--- config.mk ---
export PLATFORM = sky130hd
export DESIGN_NAME = multicycle_main_control
export DESIGN_NICKNAME = d
export VERILOG_FILES = /design/src/rtl/multicycle_main_control.sv
export SDC_FILE = /design/constraint.sdc
export NUM_CORES = 1
export LEC_CHECK = 0
export ABC_AREA = 1
export CAP_MARGIN = 10
export CORE_ASPECT_RATIO = 0.5
export CORE_UTILIZATION = 56
export CTS_CLUSTER_SIZE = 40
export DETAILED_ROUTE_END_ITERATION = 8
export MAX_ROUTING_LAYER = met4
export PLACE_DENSITY = 0.86
export SLEW_MARGIN = 10
export SYNTH_ARGS = -nofsm -noshare
export SYNTH_HDL_FRONTEND = slang
export SYNTH_SLANG_ARGS = --single-unit
--- constraint.sdc ---
create_clock -name clk -period 4.06 [get_ports clk]
set_input_delay 0.812 -clock clk [delete_from_list [all_inputs] [get_ports clk]]
set_output_delay 0.812 -clock clk [all_outputs]
set_load 0.03 [all_outputs]
--- src/rtl/multicycle_main_control.sv ---
`default_nettype none
// ============================================================================
//  Module   : multicycle_main_control
//  Brief    : Main control FSM for the multi-cycle MIPS core. It sequences the
//             shared ALU, memory port, IR, PC and register file, waits on the
//             memory ready handshake with a timeout, and counts retired
//             instructions.
//  Revision : 1.0 - initial release
// ============================================================================
module multicycle_main_control #(
  parameter int TIMEOUT_CYCLES = 255,
  parameter int CNT_W          = 32
) (
  input  logic             clk,
  input  logic             rst,
  input  logic [5:0]       opcode,
  input  logic             mem_ready,
  output logic             IorD,
  output logic             MemRead,
  output logic             MemWrite,
  output logic             IRWrite,
  output logic             MemtoReg,
  output logic             RegDst,
  output logic             RegWrite,
  output logic             ALUSrcA,
  output logic [1:0]       ALUSrcB,
  output logic [1:0]       ALUOp,
  output logic [1:0]       PCSource,
  output logic             PCWrite,
  output logic             PCWriteCond,
  output logic             instr_done,
  output logic             illegal_op,
  output logic             bus_error,
  output logic [CNT_W-1:0] retired,
  output logic [3:0]       state
);

  typedef enum logic [3:0] {
    S_FETCH     = 4'd0,
    S_DECODE    = 4'd1,
    S_MEM_ADDR  = 4'd2,
    S_MEM_READ  = 4'd3,
    S_MEM_WB    = 4'd4,
    S_MEM_WRITE = 4'd5,
    S_EXEC      = 4'd6,
    S_R_WB      = 4'd7,
    S_BRANCH    = 4'd8,
    S_JUMP      = 4'd9,
    S_ADDI_EXEC = 4'd10,
    S_ADDI_WB   = 4'd11,
    S_HALT      = 4'd12
  } state_t;

  // The wait counter only ever needs to reach TIMEOUT_CYCLES-1.
  localparam int                WAIT_W    = (TIMEOUT_CYCLES > 1) ? $clog2(TIMEOUT_CYCLES) : 1;
  localparam logic [WAIT_W-1:0] WAIT_LAST = WAIT_W'(TIMEOUT_CYCLES - 1);

  state_t             state_r;
  state_t             state_nx;
  logic [WAIT_W-1:0]  wait_cnt;
  logic               bus_error_r;
  logic [CNT_W-1:0]   retired_r;
  logic               waiting;
  logic               timeout_hit;

  // Memory stall detection and timeout decision for the current cycle.
  always_comb begin
    waiting     = 1'b0;
    timeout_hit = 1'b0;
    if ((state_r == S_FETCH) || (state_r == S_MEM_READ) || (state_r == S_MEM_WRITE)) begin
      waiting = !mem_ready;
    end
    if ((TIMEOUT_CYCLES != 0) && waiting && (wait_cnt == WAIT_LAST)) begin
      timeout_hit = 1'b1;
    end
  end

  // Next-state and Moore output decode; reset forces every output low.
  always_comb begin
    state_nx    = state_r;
    IorD        = 1'b0;
    MemRead     = 1'b0;
    MemWrite    = 1'b0;
    IRWrite     = 1'b0;
    MemtoReg    = 1'b0;
    RegDst      = 1'b0;
    RegWrite    = 1'b0;
    ALUSrcA     = 1'b0;
    ALUSrcB     = 2'b00;
    ALUOp       = 2'b00;
    PCSource    = 2'b00;
    PCWrite     = 1'b0;
    PCWriteCond = 1'b0;
    instr_done  = 1'b0;
    illegal_op  = 1'b0;
    case (state_r)
      S_FETCH: begin
        MemRead = 1'b1;
        ALUSrcB = 2'b01;
        IRWrite = mem_ready;
        PCWrite = mem_ready;
        if (mem_ready) state_nx = S_DECODE;
      end
      S_DECODE: begin
        ALUSrcB = 2'b11;
        case (opcode)
          6'b000000:            state_nx = S_EXEC;
          6'b100011, 6'b101011: state_nx = S_MEM_ADDR;
          6'b000100:            state_nx = S_BRANCH;
          6'b000010:            state_nx = S_JUMP;
          6'b001000:            state_nx = S_ADDI_EXEC;
          default: begin
            illegal_op = 1'b1;
            state_nx   = S_FETCH;
          end
        endcase
      end
      S_MEM_ADDR: begin
        ALUSrcA  = 1'b1;
        ALUSrcB  = 2'b10;
        state_nx = (opcode == 6'b101011) ? S_MEM_WRITE : S_MEM_READ;
      end
      S_MEM_READ: begin
        MemRead = 1'b1;
        IorD    = 1'b1;
        if (mem_ready) state_nx = S_MEM_WB;
      end
      S_MEM_WB: begin
        RegWrite   = 1'b1;
        MemtoReg   = 1'b1;
        instr_done = 1'b1;
        state_nx   = S_FETCH;
      end
      S_MEM_WRITE: begin
        MemWrite   = 1'b1;
        IorD       = 1'b1;
        instr_done = mem_ready;
        if (mem_ready) state_nx = S_FETCH;
      end
      S_EXEC: begin
        ALUSrcA  = 1'b1;
        ALUOp    = 2'b10;
        state_nx = S_R_WB;
      end
      S_R_WB: begin
        RegDst     = 1'b1;
        RegWrite   = 1'b1;
        instr_done = 1'b1;
        state_nx   = S_FETCH;
      end
      S_BRANCH: begin
        ALUSrcA     = 1'b1;
        ALUOp       = 2'b01;
        PCWriteCond = 1'b1;
        PCSource    = 2'b01;
        instr_done  = 1'b1;
        state_nx    = S_FETCH;
      end
      S_JUMP: begin
        PCWrite    = 1'b1;
        PCSource   = 2'b10;
        instr_done = 1'b1;
        state_nx   = S_FETCH;
      end
      S_ADDI_EXEC: begin
        ALUSrcA  = 1'b1;
        ALUSrcB  = 2'b10;
        state_nx = S_ADDI_WB;
      end
      S_ADDI_WB: begin
        RegWrite   = 1'b1;
        instr_done = 1'b1;
        state_nx   = S_FETCH;
      end
      S_HALT: state_nx = S_HALT;
      default: state_nx = S_FETCH;
    endcase
    // A stalled memory state that has hit its limit halts instead.
    if (timeout_hit) state_nx = S_HALT;
    if (rst) begin
      IorD        = 1'b0;
      MemRead     = 1'b0;
      MemWrite    = 1'b0;
      IRWrite     = 1'b0;
      MemtoReg    = 1'b0;
      RegDst      = 1'b0;
      RegWrite    = 1'b0;
      ALUSrcA     = 1'b0;
      ALUSrcB     = 2'b00;
      ALUOp       = 2'b00;
      PCSource    = 2'b00;
      PCWrite     = 1'b0;
      PCWriteCond = 1'b0;
      instr_done  = 1'b0;
      illegal_op  = 1'b0;
    end
  end

  // State register, wait counter, sticky bus error and retired counter.
  always_ff @(posedge clk) begin
    if (rst) begin
      state_r     <= S_FETCH;
      wait_cnt    <= '0;
      bus_error_r <= 1'b0;
      retired_r   <= '0;
    end else begin
      state_r <= state_nx;
      if (state_nx != state_r) begin
        wait_cnt <= '0;
      end else if (waiting) begin
        wait_cnt <= wait_cnt + WAIT_W'(1);
      end
      if (timeout_hit) bus_error_r <= 1'b1;
      if (instr_done)  retired_r   <= retired_r + CNT_W'(1);
    end
  end

  assign state     = rst ? 4'd0 : state_r;
  assign bus_error = rst ? 1'b0 : bus_error_r;
  assign retired   = rst ? '0   : retired_r;

endmodule
`default_nettype wire

==> results.sh <==
export IMPL_outcome="complete, no violations"
export IMPL_cp_max_fo=4
export IMPL_period_needed_ps=3470
export IMPL_cts_hold_buffers_added=0
export IMPL_ys_seq_area_share_pct=28.0
export IMPL_vias_per_cell=5.23
export IMPL_post_route_cells_drive_above_1_share_pct=6.95
export IMPL_hp_class="reg -> reg"
export IMPL_cts_inserted_buffers=5
export IMPL_final_max_slew_violation_count=0
export IMPL_setup_viol=0
export IMPL_finalPower_mw=0.983
export IMPL_cts_max_level=2
export IMPL_dieHeight_um=55.6
export IMPL_cap_violations=0
export IMPL_grt_pass1_wl_um=13200
export IMPL_worst_slack_ps=588
export IMPL_slowest_stage="clkdlybuf4s50_1"
export IMPL_fin_skew_ps=6.44
export IMPL_netlist_area_um2=3220
export IMPL_dpl_cell_count=656
export IMPL_gr_usage_all_layers_pct=28.2
export IMPL_synth_fp_nets=542
export IMPL_synth_warnings=0
export IMPL_maxSlewHeadroom_pct=60.5
export IMPL_core_um2=5520
export IMPL_fin_crit_sh_pct=85.5
export IMPL_cts_setup_buffers=0
export IMPL_cts_tree="built"
export IMPL_worstSetupEndpointType="primary output"
export IMPL_grt_pass1_vias=2994
export IMPL_critical_path_buf_inv_count=2
export IMPL_nFillCells=481
export IMPL_peakVddDrop_mv=0.170
export IMPL_crit_type="in -> out"
export IMPL_crit_path_cell_trace="clkdlybuf4s50_1 -> nor2_1 -> nor2_1 -> nand2_1 -> nand2_1 -> nor4_1 -> clkdlybuf4s50_1"
export IMPL_hold_start="bus_error_r$_SDFFE_PP0P_"
export IMPL_ys_types=37
export IMPL_holdWs_ps=465
export IMPL_root_buffer="clkbuf_16"
export IMPL_cts_resized=0
export IMPL_tightest_slew_ps=593
export IMPL_wl_um=7890
export IMPL_gp_congestion=0.877
export IMPL_grt_max_degree=51
export IMPL_hold_viol=0
export IMPL_pin_count=64
export IMPL_r2r_start="state_r[2]$_SDFF_PP0_"
export IMPL_place_ws_ps=610
export IMPL_required_ps=3250
export IMPL_cts_sinks=45
export IMPL_final_cell_mix="nand2_1 (140), nor2_1 (95), inv_1 (75)"
export IMPL_fmax_ghz=0.288
export IMPL_start_util_pct=58.4
export IMPL_final_common_cell="nand2_1"
export IMPL_synth_cells=530
export IMPL_rsz0062_at_grt="no"
export IMPL_leakagePower_nw=1.56
export IMPL_instances_no_fill=663
export IMPL_clk_pin_slew_ps=60
export IMPL_avgSynthCellArea_um2=6.08
export IMPL_crit_family="buffers and inverters"
export IMPL_port_buffers=63
export IMPL_arrival_ps=2660
export IMPL_first_pass_iters=5
export IMPL_cts_buffer_depth=2
export IMPL_fin_nets=602
export IMPL_insertion_delay_ps=290
export IMPL_crit_path_start="opcode[3]"
export IMPL_wire_per_inst_um=11.9
export IMPL_num_vias=3465
export IMPL_drc_errors=0
export IMPL_diodes=0
export IMPL_ant_nets=0
export IMPL_fp_dieArea_um2=6080
export IMPL_grt_antenna_before_repair=0
export IMPL_initialDrtViolationCount=221
export IMPL_power_density_nw_per_um2=244
export IMPL_row_count=19
export IMPL_dp_hpwl_um=5860
export IMPL_synth_seq_cells=45
export IMPL_critPathMaxStageDelay_ps=730
export IMPL_grt_overflow=0
export IMPL_fp_dieW_um=109
export IMPL_setup_tns_ps=0
export IMPL_area_growth_pct=25.0
export IMPL_worst_setup_path_start_kind="primary input"
cell type report:
type                       instances  area, µm²  area share (%)
inverter                          80        308            7.64
tap                               73       91.3            2.27
timing repair buffer              66        648            16.1
sequential                        45        901            22.4
clock buffer                       5        125            3.11
multi-input combinational        392       1920            47.7
clock inverter                     2       35.0           0.870
cells in the mapped netlist:
cell      number  share of area (%)
nor3_1        21                3.3
nor2_1        95                 11
nand3_1       29                4.5
nor2_8         1               0.62
nand4_4        1               0.66
o21a_1         3               0.70
xnor2_1        2               0.54
nor3b_1        3               0.70
inv_8          1               0.35
a31oi_1        2               0.39
xor2_1        13                3.5
o21ai_2        1               0.27
buf_6          1               0.35
o21ai_1        2               0.31
nor2_2         4               0.78
inv_1         75                8.7
o31ai_1        1               0.23
nand3_4        2                1.1
o21ai_0       10                1.6
nand2_4        2               0.70
nand4_1        7                1.4
buf_4          1               0.23
nor4_1         3               0.58
nand3_2        2               0.62
nand2_2        4               0.78
nor2_4         3                1.0
dfxtp_1       45                 28
nand2_1      140                 16
ha_1           3                1.2
a21oi_2        1               0.27
buf_1          4               0.47
nor3_2         3               0.93
clkbuf_1       5               0.58
inv_2          4               0.47
a21oi_1       33                5.1
buf_12         2                1.2
nor3_4         1               0.50
state kept, by name, summed over array words and instances, names as in the netlist:
| register | cells |
|---|---|
| bus_error_r | 1 |
| retired_r | 32 |
| state_r | 4 |
| wait_cnt | 8 |
power breakdown:
part | internal, mW | switching [mW]
clock | 0.286 | 0.168
combinational | 0.0283 | 0.0545
sequential | 0.443 | 0.00295
total | 0.758 | 0.225
per-layer routing:
layer | track usage, % | up-vias | part of all wire, %
li1 | - | 1776 | -
met5 | - | - | 0
met4 | 6.10 | 0 | 0.82
met2 | 44.5 | 107 | 46
met3 | 5.04 | 11 | 6.0
met1 | 37.8 | 1571 | 47
final timing paths:
check | to | cells past startpoint | slack [ps]
worst min-delay path | bus_error_r$_SDFFE_PP0P_ | 2 | 460
worst max register to register | retired_r[13]$_SDFFE_PP0P_ | 10 | 2070
worst min register to register | bus_error_r$_SDFFE_PP0P_ | 2 | 460
worst max-delay path | illegal_op | 7 | 590
metrics by stage:
| stage | util, % | area (µm²) |
|---|---|---|
| final | 73.0 | 4030 |
| after CTS | 73.0 | 4030 |
| after detailed placement | 70.1 | 3870 |
| after global routing | 73.0 | 4030 |
| after floorplan | - | 3220 |
| after global placement | 70.1 | 3870 |
worst register-to-register path, stage by stage (launching register included):
cell,delay (ps)
dfxtp_1,420
nand2_1,150
nor2_2,150
nand2_1,110
nand3_4,130
nand2_4,80
buf_4,260
nor3_4,250
nand2_1,110
o21ai_0,170
nor2_1,50
logic make-up after synthesis:
family | after synthesis | synth area share (%)
simple gates | 321 | 45.5
buf+inv | 93 | 12.4
flops | 45 | 28.0
xor+xnor | 15 | 4.08
fa+ha+maj | 3 | 1.17
compound gates | 53 | 8.85
No activity file was read; power rests on OpenSTA's default activity.
